**src/rtl/rom_dl_sequencer.sv**
```systemverilog
// ROM download sequencer: turns the byte-wide ioctl download stream into
// toggle-handshake writes on two SDRAM ports. Port 1 receives every byte.
// Port 2 also receives the bytes whose address falls in [P2_START, P2_END).
// rom_loaded and core_reset are released only once every accepted byte
// has been acknowledged.
module rom_dl_sequencer #(
  parameter int unsigned ROM_INDEX = 0,
  parameter int unsigned FIFO_AW   = 2,
  parameter logic [24:0] P2_START  = 25'h0C000,
  parameter logic [24:0] P2_END    = 25'h40000
) (
  input  logic              clk_sys,
  input  logic              reset,
  input  logic              ioctl_download,
  input  logic [7:0]        ioctl_index,
  input  logic              ioctl_wr,
  input  logic [24:0]       ioctl_addr,
  input  logic [7:0]        ioctl_dout,
  output logic              port1_req,
  input  logic              port1_ack,
  output logic [22:0]       port1_a,
  output logic [1:0]        port1_ds,
  output logic [15:0]       port1_d,
  output logic              port1_we,
  output logic              port2_req,
  input  logic              port2_ack,
  output logic [22:0]       port2_a,
  output logic [1:0]        port2_ds,
  output logic [15:0]       port2_d,
  output logic              port2_we,
  output logic              rom_loaded,
  output logic              core_reset,
  output logic              overflow,
  output logic [FIFO_AW:0]  fifo_level
);

  localparam int unsigned DEPTH = 1 << FIFO_AW;

  typedef enum logic [1:0] {S_SYNC, S_IDLE, S_ISSUE, S_WAIT} state_t;

  function automatic logic in_p2_window(input logic [24:0] a);
    return (a >= P2_START) && (a < P2_END);
  endfunction

  logic              dl_match;
  logic              wr_p0;
  logic              cap_vld_p0;
  logic [23:0]       cap_addr_p0;
  logic [7:0]        cap_dout_p0;
  logic              cap_p2_p0;

  logic [23:0]       fifo_addr [DEPTH];
  logic [7:0]        fifo_dout [DEPTH];
  logic              fifo_p2   [DEPTH];
  logic [FIFO_AW:0]  wr_ptr;
  logic [FIFO_AW:0]  rd_ptr;
  logic              fifo_empty;
  logic              fifo_full;
  logic              push;
  logic [23:0]       head_addr;
  logic [7:0]        head_dout;
  logic              head_p2;

  state_t            state;
  state_t            state_nxt;
  logic              pop;
  logic              issue;
  logic              done;
  logic              cur_p2;

  logic              dl_p0;
  logic              dl_seen;
  logic              busy;

  assign dl_match   = ioctl_download & (ioctl_index == ROM_INDEX[7:0]);
  assign fifo_level = wr_ptr - rd_ptr;
  assign fifo_empty = (wr_ptr == rd_ptr);
  assign fifo_full  = (wr_ptr[FIFO_AW] != rd_ptr[FIFO_AW]) &&
                      (wr_ptr[FIFO_AW-1:0] == rd_ptr[FIFO_AW-1:0]);
  assign push       = cap_vld_p0 & ~fifo_full;
  assign head_addr  = fifo_addr[rd_ptr[FIFO_AW-1:0]];
  assign head_dout  = fifo_dout[rd_ptr[FIFO_AW-1:0]];
  assign head_p2    = fifo_p2[rd_ptr[FIFO_AW-1:0]];
  assign busy       = ~fifo_empty | (state != S_IDLE) | cap_vld_p0;

  // Stage p0: detect the ioctl_wr rising edge, one capture per pulse
  always_ff @(posedge clk_sys or posedge reset) begin
    if (reset) begin
      wr_p0      <= 1'b0;
      cap_vld_p0 <= 1'b0;
    end else begin
      wr_p0      <= ioctl_wr;
      cap_vld_p0 <= ioctl_wr & ~wr_p0 & dl_match;
    end
  end

  // Stage p0 data: latch the byte together with its port-2 window flag
  always_ff @(posedge clk_sys) begin
    if (ioctl_wr & ~wr_p0) begin
      cap_addr_p0 <= ioctl_addr[23:0];
      cap_dout_p0 <= ioctl_dout;
      cap_p2_p0   <= in_p2_window(ioctl_addr);
    end
  end

  // Stage p1: FIFO storage, written only when a slot is free
  always_ff @(posedge clk_sys) begin
    if (push) begin
      fifo_addr[wr_ptr[FIFO_AW-1:0]] <= cap_addr_p0;
      fifo_dout[wr_ptr[FIFO_AW-1:0]] <= cap_dout_p0;
      fifo_p2[wr_ptr[FIFO_AW-1:0]]   <= cap_p2_p0;
    end
  end

  // FIFO pointers and the sticky dropped-byte flag
  always_ff @(posedge clk_sys or posedge reset) begin
    if (reset) begin
      wr_ptr   <= '0;
      rd_ptr   <= '0;
      overflow <= 1'b0;
    end else begin
      if (push)                    wr_ptr   <= wr_ptr + 1'b1;
      if (pop)                     rd_ptr   <= rd_ptr + 1'b1;
      if (cap_vld_p0 && fifo_full) overflow <= 1'b1;
    end
  end

  // FSM state register
  always_ff @(posedge clk_sys or posedge reset) begin
    if (reset) state <= S_SYNC;
    else       state <= state_nxt;
  end

  // FSM next state: one byte in flight, both acks required for window bytes
  always_comb begin
    state_nxt = state;
    pop       = 1'b0;
    issue     = 1'b0;
    done      = 1'b0;
    case (state)
      S_SYNC:  state_nxt = S_IDLE;
      S_IDLE: begin
        if (!fifo_empty) begin
          pop       = 1'b1;
          state_nxt = S_ISSUE;
        end
      end
      S_ISSUE: begin
        issue     = 1'b1;
        state_nxt = S_WAIT;
      end
      S_WAIT: begin
        if ((port1_ack == port1_req) && (!cur_p2 || (port2_ack == port2_req))) begin
          done      = 1'b1;
          state_nxt = S_IDLE;
        end
      end
      default: state_nxt = S_SYNC;
    endcase
  end

  // Stage p2: SDRAM port registers, request toggles and write enables
  always_ff @(posedge clk_sys or posedge reset) begin
    if (reset) begin
      port1_req <= 1'b0;
      port1_a   <= '0;
      port1_ds  <= '0;
      port1_d   <= '0;
      port1_we  <= 1'b0;
      port2_req <= 1'b0;
      port2_a   <= '0;
      port2_ds  <= '0;
      port2_d   <= '0;
      port2_we  <= 1'b0;
      cur_p2    <= 1'b0;
    end else begin
      if (state == S_SYNC) begin
        port1_req <= port1_ack;
        port2_req <= port2_ack;
      end
      if (pop) begin
        port1_a  <= head_addr[23:1];
        port1_ds <= {head_addr[0], ~head_addr[0]};
        port1_d  <= {head_dout, head_dout};
        port2_a  <= head_addr[23:1];
        port2_ds <= {head_addr[0], ~head_addr[0]};
        port2_d  <= {head_dout, head_dout};
        cur_p2   <= head_p2;
      end
      if (issue) begin
        port1_req <= ~port1_req;
        port1_we  <= 1'b1;
        if (cur_p2) begin
          port2_req <= ~port2_req;
          port2_we  <= 1'b1;
        end
      end
      if (done) begin
        port1_we <= 1'b0;
        port2_we <= 1'b0;
      end
    end
  end

  // Completion: rom_loaded follows the end of a matched download once idle
  always_ff @(posedge clk_sys or posedge reset) begin
    if (reset) begin
      dl_p0      <= 1'b0;
      dl_seen    <= 1'b0;
      rom_loaded <= 1'b0;
      core_reset <= 1'b1;
    end else begin
      dl_p0      <= dl_match;
      core_reset <= ~rom_loaded | dl_match | busy;
      if (dl_match && !dl_p0) begin
        dl_seen    <= 1'b1;
        rom_loaded <= 1'b0;
      end else if (dl_seen && !dl_match && !busy) begin
        rom_loaded <= 1'b1;
      end
    end
  end

endmodule

```
**config.mk**
```make
export PLATFORM = sky130hd
export DESIGN_NAME = rom_dl_sequencer
export DESIGN_NICKNAME = d
export VERILOG_FILES = /design/src/rtl/rom_dl_sequencer.sv
export SDC_FILE = /design/constraint.sdc
export NUM_CORES = 1
export LEC_CHECK = 0
export ABC_CLOCK_PERIOD_IN_PS = 7020
export CAP_MARGIN = 20
export CORE_ASPECT_RATIO = 1.4
export CORE_MARGIN = 1
export CORE_UTILIZATION = 45
export DETAILED_ROUTE_END_ITERATION = 8
export PLACE_DENSITY_LB_ADDON = 0.3
export SYNTH_ARGS = -nofsm -noshare
export SYNTH_HDL_FRONTEND = slang
export SYNTH_SLANG_ARGS = --single-unit
```
**constraint.sdc**
```tcl
create_clock -name clk_sys -period 7.02 [get_ports clk_sys]
set_clock_uncertainty 0.05 [all_clocks]
set_input_delay 1.755 -clock clk_sys [delete_from_list [all_inputs] [get_ports clk_sys]]
set_output_delay 1.755 -clock clk_sys [all_outputs]
set_load 0.05 [all_outputs]
```
Yosys cells after proc, flatten, opt, wreduce, memory -nomap -nowiden
Memories as Yosys holds them, arrays and structs flattened. A register that Yosys moved wholly into a read port is not among the register bits.
Index checks and enable logic that the tools add are counted.
Widths: inputs -> output; s select.
{ "totals": {"wordCells": 96, "latch_bits": 0, "inputBits": 47, "ram_bits": 132, "reg_bits": 93, "out_inout_bits": 92, "memories": 3, "romBits": 0} }
{ "op_classes": {"n_mul": 0, "n_div": 0, "eq_ne": 11, "shift": 0, "add_sub_neg": 3, "mux": 22, "bitwise_logic": 15, "order_cmp": 2, "reduce_logical": 20} }
{ "memory_table": {"columns": ["name", "depth", "word_bits", "read_ports", "rd_ports_with_merged_regs", "wr", "line", "rtl"], "rows": [
  ["fifo_addr", 4, 24, 1, 0, 1, "52", "logic [23:0] fifo_addr [DEPTH];"],
  ["fifo_dout", 4, 8, 1, 0, 1, "53", "logic [7:0] fifo_dout [DEPTH];"],
  ["fifo_p2", 4, 1, 1, 1, 1, "54", "logic fifo_p2 [DEPTH];"]
]} }
{ "ops": {"columns": ["op", "count"], "rows": [
  ["$ge 25x16->1 const B", 1],
  ["$lt 25x19->1 const B", 1],
  ["$mux 1", 19],
  ["$logic_not 8->1", 1],
  ["$pmux 2 s4", 1],
  ["$reduce_bool 2->1", 4],
  ["$logic_and 1x1->1", 7],
  ["$not 1->1", 7],
  ["$add 3x1->3 const B", 2],
  ["$and 1x1->1", 4],
  ["$eq 2x2->1 const B", 2],
  ["$logic_not 1->1", 4],
  ["$mux 2", 2],
  ["$ne 2x2->1 const B", 2],
  ["$or 1x1->1", 4],
  ["$reduce_and 2->1", 2],
  ["$eq 3x3->1", 1],
  ["$sub 3x3->3", 1],
  ["$eq 1x1->1", 2],
  ["$eq 2x1->1 const B", 1],
  ["$eq 2x2->1", 1],
  ["$logic_not 2->1", 1],
  ["$ne 2x1->1 const B", 1],
  ["$logic_or 1x1->1", 1],
  ["$ne 1x1->1", 1]
]} }

Depth between registers and ports, before layout
Gate-level depths: netlist of run 1.
{ "depth": {"ltp_word": 8, "mapped_depth": 9, "ltp_nobuf": 5} }

Least setup slack after synthesis of run 1
Ideal clock, no wire load.
{ "synth_path": {"path_type": "reg-to-reg", "startpoint": "register rd_ptr[1]", "endpoint": "memory fifo_addr[3][0] (enable)", "period_less_slack_ps": 3755, "required_ps": 6533, "path_buffers": 3, "stages_incl_launch_ff": 8, "slack_ps": 3265, "arrival_ps": 3268, "setup_ps": 437, "path_cell_list": "dfrtp_1 buf_2 buf_1 inv_1 ha_1 and2_0 clkbuf_1 a21oi_1"} }
{ "synth_via": {"elab_chain_len": 6} }
{ "synth_lines": {"columns": ["element", "line", "rtl"], "rows": [
  ["start: declaration", "56", "logic [FIFO_AW:0] rd_ptr;"],
  ["start signal: assignment", "123", "if (pop) rd_ptr <= rd_ptr + 1'b1;"],
  ["$eq 2x2->1", "79", "(wr_ptr[FIFO_AW-1:0] == rd_ptr[FIFO_AW-1:0]);"],
  ["$logic_and 1x1->1", "78", "assign fifo_full = (wr_ptr[FIFO_AW] != rd_ptr[FIFO_AW]) &&"],
  ["$not 1->1", "80", "assign push = cap_vld_p0 & ~fifo_full;"],
  ["$and 1x1->1", "80", null],
  ["$mux 1", "108", "if (push) begin"],
  ["$mux 1 (implied by the code)", "109", "fifo_addr[wr_ptr[FIFO_AW-1:0]] <= cap_addr_p0;"],
  ["end: declaration", "52", null]
]} }
No other way between the ends.

Worst setup path after layout of run 1
{ "layout_path": {"startpoint": "register rd_ptr[1]", "endpoint": "output port fifo_level[1]"} }
{ "layout_via": {"elab_chain_len": 1} }
{ "layout_lines": {"columns": ["element", "line", "rtl"], "rows": [
  ["$sub 3x3->3", "76", "assign fifo_level = wr_ptr - rd_ptr;"],
  ["end: declaration", "34", "output logic [FIFO_AW:0] fifo_level"]
]} }
No other way between the ends.

==> results of run 1 <==
-- metrics by stage --
step           utilization  cell area, sq um
2_1_floorplan            -              8500
3_3_place_gp         0.529              9790
3_5_place_dp         0.529              9790
4_1_cts              0.567             10500
5_1_grt              0.568             10500
6_report             0.568             10500
-- cell type report --
cell class	instances	area, sq um	share of cell area
clock buffer	27	578	0.0549
inverter	12	45.0	0.00428
multi-input combinational	144	1750	0.166
tap	244	305	0.0290
sequential	218	6280	0.597
clock inverter	9	128	0.0121
timing repair buffer	143	1440	0.137
-- cells by family (layout without fill, tap and decap cells) --
kind of cell,count (synthesis),after routing,synth area share
flops,218,218,0.739
buf+inv,74,191,0.0586
mux,67,67,0.132
simple gates,32,32,0.0202
compound gates,23,23,0.0205
fa+ha+maj,12,12,0.0185
xor+xnor,10,10,0.0112
-- power by group through the flow --
stage / clock (mW) / sequential (mW) / combinational, mW
2_1_floorplan: 0 / 2.06 / 1.46
3_3_place_gp: 0 / 1.74 / 2.26
3_5_place_dp: 0 / 1.75 / 2.28
4_1_cts: 1.17 / 1.73 / 2.28
5_1_grt: 1.21 / 1.75 / 2.37
6_report: 1.14 / 1.72 / 2.27
-- state kept, by name, summed over array words and instances (netlist names), 2 cells and up --
name and count:
cap_addr_p0 24, cap_dout_p0 8, fifo_addr 96, fifo_dout 32, fifo_p2 4, port2_a 23
port2_d 8, port2_ds 2, rd_ptr 3, state 2, wr_ptr 3
-- synthesized netlist by cell type (all sizes together), types with 2 or more instances --
cell    number
a211oi       2
a21oi        5
a31oi        3
and2         4
buf         58
clkbuf       4
dfrtp       52
edfxtp     165
ha          11
inv         12
mux2        34
mux4        33
nand2        7
nand3        5
nor2         2
nor2b        5
nor3         2
nor4         3
o211ai       2
xnor2        5
xor2         5
-- critical path: stages, from the launching register on --
cell             delay (ns)
dfrtp_2                0.98
fa_1                   0.56
inv_1                  0.06
clkdlybuf4s50_1        0.79
-- final timing paths --
check                      startpoint            end  slack [ns]  cells past startpoint
setup / recovery            rd_ptr[1]  fifo_level[1]        2.32                      3
hold / removal             rom_loaded     core_reset        0.41                      1
setup reg to reg            rd_ptr[1]     port2_a[0]        3.57                      6
hold reg to reg            rom_loaded     core_reset        0.41                      1
max in group asynchronous       reset      rd_ptr[0]        4.67                      3
min in group asynchronous       reset    port2_a[18]        1.73                      3
-- per-layer routing --
metal,global-route usage,vias to the layer above,part of all wire
met5,0,-,0
met4,0.0536,0,0.019
met3,0.0269,24,0.047
met2,0.299,118,0.55
met1,0.182,2106,0.38
li1,-,1831,-
==> summary.md, run 1 <==
| Metric | Value |
|---|---|
| Status | complete, but fails checks |
| Violated checks | design-rule violations |
| Int Pwr | 3.09 mW |
| Synth async-reset ratio | 0.243 |
| Worst endpoint data arrival time | 2.89 ns |
| Die extent in x | roughly 120 um |
| RSZ-0062 raised after global routing | false |
| Setup Fix Bufs, Post-CTS | 0 |
| Largest net degree at the start of global routing | 54 |
| Max-Cap Viols | 0 |
| Die H | approximately 160 um |
| CP Class | flop to output pin |
| Largest area contributor in the netlist | edfxtp_1 |
| Post-route ant nets | 0 |
| H-tree levels | 1 |
| # diodes | 0 |
| Setup WS post-layout | 2.32 ns |
| CTS resizes | 0 |
| Top cells by area, synth | edfxtp_1 58%, dfrtp_1 15%, mux4_2 8.7%, buf_4 4.6%, mux2_2 4.4% |
| Non-Filler Instances | between 700 and 800 |
| # rows | 59 |
| Final setup vio count | 0 |
| Worst skew pair latency | just under 0.5 ns |
| Final Hold Viols | 0 |
| FMAX | 0.213 GHz |
| CTS root buf | clkbuf_16 |
| Cells after Synth | 436 |
| Synth cell types | between 40 and 50 |
| Final hold slack | ~0.4 ns |
| Pwr dens | 487 nW/um^2 |
| Die ar. | between 15000 and 20000 sq um |
| Clock network fraction of design power | 0.222 |
| Switching Power | 2.04 mW |
| HP Class | flop to flop |
| Post-CTS Hold Buffers | 0 |
| Synth warnings | 0 |
| CTS tree | built |
| EDFF count, synth | approximately 170 |
| Share of the synthesized area in the top cell type | 0.583 |
| Routability Congestion | 0.731 |
| WL final | 14800 um |
| GRT Total Usage | 0.159 |
| Max-slew violations | 0 |
| DP Cell Count | 760 |
| Total grt overflow | 0 |
| Post-synth net total | 495 |
| Number of port buffers | ~140 |
| Residual DRC count | 2 |
| Initial antenna violation count | 0 |
| Most common cell after layout, fill and taps aside | edfxtp_1 |
| Logic pwr share | 0.442 |
| Fin nets | about 600 |
| CTS Buffer Depth | 3 |
| Power Total | 5.13 mW |
| Setup Total Neg Slack | 0 ns |
| Starting Density | 0.459 |
| Final Critical Period | approximately 4.7 ns |
| Sw Share | 0.397 |
| Worst-path clk slew | 0.07 ns |
| Worst-path fanout max | 37 |
| CP endpoint kind | output pin |
| Post-Syn Area | 8500 sq um |
| Sequential Power Share | 0.336 |
| Relative slew slack | 0.363 |
| DP Worst Slack | 2.79 ns |
| Detailed Place HPWL | 9130 um |
| Length of the first detailed-routing pass in iterations | 6 |
| Nature of the critical path startpoint | flop |
| P&R area growth vs syn | 23.8% |
| Worst slew pin tran | 0.955 ns |
| Final period util | 0.669 |
| Core box area | 18500 sq um |
| Avg Vias per Cell | 5.12 |
| Required @ worst endpoint | 5.22 ns |
| Flops & latches, synth | 218 |
| Vias in the first global route | 4352 |
| Max IR drop VDD | 0.000323 V |
| DR WL/cell | 18.5 um |
| Fraction of layout cells with a size suffix above 1 | 0.208 |
| Boundary Pins | ~140 |
| Mapped Avg Cell Area | 19.5 sq um |
| FILL cells | 1397 |
| First-pass GRT wire length | 23400 um |
| Initial DRC Count | just under 300 |
| Commonest non-fill, non-tap cells in the layout | 165 x edfxtp_1, 138 x clkdlybuf4s50_1, 50 x dfrtp_1, 33 x mux4_2, 33 x mux2_2 |
| Main synth FF type | edfxtp_1 |
| Via count | 4079 |
| CTS Buf Count | 20 |
| Sequential share of the synthesized area | 0.739 |
| Pleak | 3.67 nW |
| Clock net sink count | roughly 220 |
No activity file was read; power rests on OpenSTA's default activity.
==> run 2: changes to the inputs <==
ABC_CLOCK_PERIOD_IN_PS = 4000   (was 7020)
clock period = 4 ns   (was 7.02 ns; I/O delays follow)
==> run 2 against run 1 <==
The run now ends clean. Critical path depth rose by 2. Flip-flop and latch count did not move. Critical path type unchanged. Worst setup slack got worse by 2.0 ns.
==> summary.md, run 2 (synthesis results as in run 1) <==
| Metric | Value |
|---|---|
| Status | complete, no violations (was complete, but fails checks) |
| Starting Density | 0.459 (unchanged) |
| Die ar. | 19500 sq um (unchanged) |
| Switching Power | 3.59 mW (was 2.04 mW) |
| P&R area growth vs syn | 24.0% (was 23.8%) |
| Worst slew pin tran | 0.915 ns (was 0.955 ns) |
| Core box area | 18500 sq um (unchanged) |
| CTS resizes | 0 (unchanged) |
| Met2 usage | 0.299 (about the same) |
| Core Util, Final | 0.569 (was 0.568) |
| Area post-placement | 9830 sq um (was 9790 sq um) |
| CTS tree | built (unchanged) |
| First-pass GRT wire length | 23900 um (was 23400 um) |
| Die H | 165 um (unchanged) |
| Routability Congestion | 0.798 (was 0.731) |
| Top Family by Delay on Critical Path | buffers and inverters (was flip-flops) |
| Number of port buffers | 138 (unchanged) |
| Sw Share | 0.396 (was 0.397) |
| Setup Fix Bufs, Post-CTS | 0 (unchanged) |
| # diodes | 0 (unchanged) |
| Final period util | 0.914 |
| Max-Cap Viols | 0 (unchanged) |
| Clock net sink count | 218 (unchanged) |
| Fin nets | 601 (was 598) |
| Clock network fraction of design power | 0.226 (was 0.222) |
| Finished Cell Area | 10500 sq um (about the same) |
| Max-slew violations | 0 (unchanged) |
| Max IR drop VDD | 0.000527 V (was 0.000323 V) |
| Vias in the first global route | 4453 (was 4352) |
| Die extent in x | 118 um (unchanged) |
| Boundary Pins | 139 (unchanged) |
| Worst endpoint data arrival time | 2.61 ns (was 2.89 ns) |
| Most common cell after layout, fill and taps aside | edfxtp_1 (unchanged) |
| Total grt overflow | 0 (unchanged) |
| Setup Total Neg Slack | 0 ns (unchanged) |
| Final setup vio count | 0 (unchanged) |
| Commonest non-fill, non-tap cells in the layout | 165 x edfxtp_1, 138 x clkdlybuf4s50_1, 50 x dfrtp_1, 33 x mux4_2, 33 x mux2_2 (unchanged) |
| CP Class | flop to output pin (unchanged) |
| CTS root buf | clkbuf_16 (unchanged) |
| CTS Buffer Depth | 3 (unchanged) |
| Initial antenna violation count | 0 (unchanged) |
| CTS Buf Count | 21 (was 20) |
| Post-CTS Hold Buffers | 0 (unchanged) |
| Crit. Startpoint | wr_ptr[0] (was rd_ptr[1]) |
| Worst-path fanout max | 4 (was 37) |
| Nature of the critical path startpoint | flop (unchanged) |
| FMAX | 0.273 GHz |
| Pleak | 3.69 nW (was 3.67 nW) |
| RSZ-0062 raised after global routing | false (unchanged) |
| Final Critical Period | between 3 and 4 ns |
| HP Class | flop to flop (unchanged) |
| Initial DRC Count | 205 (was 289) |
| R2r startpoint | rd_ptr[1] (unchanged) |
| Slowest Stage Delay on Critical Path | 0.83 ns (was 0.98 ns) |
| Residual DRC count | 0 (was 2) |
| Worst-path clk slew | 0.06 ns (was 0.07 ns) |
| Length of the first detailed-routing pass in iterations | 6 (unchanged) |
| CP endpoint kind | output pin (unchanged) |
| Largest net degree at the start of global routing | 38 (was 54) |
| Sequential Power Share | 0.324 (was 0.336) |
| Final Hold Viols | 0 (unchanged) |
| WL final | 15000 um (was 14800 um) |
| Pwr dens | 859 nW/um^2 (was 487 nW/um^2) |
| Crit path cell chain | inv_1 -> ha_1 -> fa_1 -> xnor2_1 -> clkdlybuf4s50_1 (was fa_1 -> inv_1 -> clkdlybuf4s50_1) |
| Via count | 4071 (was 4079) |
| GRT Total Usage | 0.160 (was 0.159) |
| Post-route ant nets | 0 (unchanged) |
| Avg Vias per Cell | 5.08 (was 5.12) |
| Int Pwr | 5.47 mW (was 3.09 mW) |
| Crit path buf inv count | 2 (unchanged) |
| Max reg flops | 96 (unchanged) |
| Fraction of layout cells with a size suffix above 1 | 0.210 (was 0.208) |
| DR WL/cell | 18.7 um (was 18.5 um) |
| # rows | 59 (unchanged) |
| Logic pwr share | 0.450 (was 0.442) |
| Min-delay src | rom_loaded (unchanged) |
| Worst skew pair latency | 0.49 ns (about the same) |
| Detailed Place HPWL | 9500 um (was 9130 um) |
| GRT Max-Usage Layer | met2 (unchanged) |
| Required @ worst endpoint | 2.95 ns (was 5.22 ns) |
| Slowest cell on the critical path | clkdlybuf4s50_1 (was dfrtp_2) |
| Met3 track demand over resource | 0.0214 (was 0.0269) |
| H-tree levels | 1 (unchanged) |
| Relative slew slack | 0.390 (was 0.363) |
| Met1 Track Usage GR | 0.189 (was 0.182) |
==> run 2: through the flow <==
stage / setup WS (ns) / std cells / power (mW) / hold WS (ns)
floorplan: 0.245 / 436 / 6.19 / 0.385
global placement: 0.841 / 763 / 7.05 / 0.393
detailed placement: 0.699 / 763 / 7.10 / 0.393
CTS: 0.335 / 801 / 9.16 / 0.405
global route: 0.206 / 801 / 9.43 / 0.445
finish: 0.343 / 801 / 9.06 / 0.396
==> run 2: worst reg2reg max path: stages, from the launching register on <==
cell and delay, ns:
dfrtp_2 0.38, buf_4 0.44, inv_1 0.10, ha_1 0.32, and2_0 0.29, a21boi_1 0.43, and2_2 0.57, buf_4 0.35
==> run 2: area by class of cell <==
cell class | count | area (sq um)
Clock inverter | 13 | 168
Clock buffer | 25 | 551
Fill cell | 1400 | 7980
Timing Repair Buffer | 145 | 1450
Sequential cell | 218 | 6280
Inverter | 12 | 45.0
Multi-Input combinational cell | 144 | 1750
Tap cell | 244 | 305
==> run 2: final timing paths <==
kind / to / slack (ns) / cells after the start
worst max-delay path: fifo_level[2] / 0.34 / 5
worst min-delay path: core_reset / 0.40 / 1
worst max register to register: fifo_addr[0][12] / 0.74 / 7
worst min register to register: core_reset / 0.40 / 1
max in group asynchronous: rd_ptr[0] / 2.26 / 3
min in group asynchronous: port2_d[7] / 0.78 / 2
==> run 2: power groups by stage <==
stage | Sequential, mW | Combinational [mW] | Clock, mW
2_1_floorplan | 3.62 | 2.57 | 0
3_3_place_gp | 2.97 | 4.09 | 0
3_5_place_dp | 2.99 | 4.11 | 0
4_1_cts | 2.94 | 4.13 | 2.09
5_1_grt | 2.99 | 4.27 | 2.17
6_report | 2.94 | 4.08 | 2.05
==> run 2: routing by layer <==
| layer | share of wire | vias to the layer above |
|---|---|---|
| li1 | - | 1835 |
| met1 | 0.38 | 2088 |
| met2 | 0.55 | 125 |
| met3 | 0.048 | 23 |
| met4 | 0.018 | 0 |
| met5 | 0 | - |
==> run 3: changes to the inputs <==
CAP_MARGIN = default   (was 20)
==> results of run 3 <==
Final layout, timing and power as in run 2 (identical DEF).
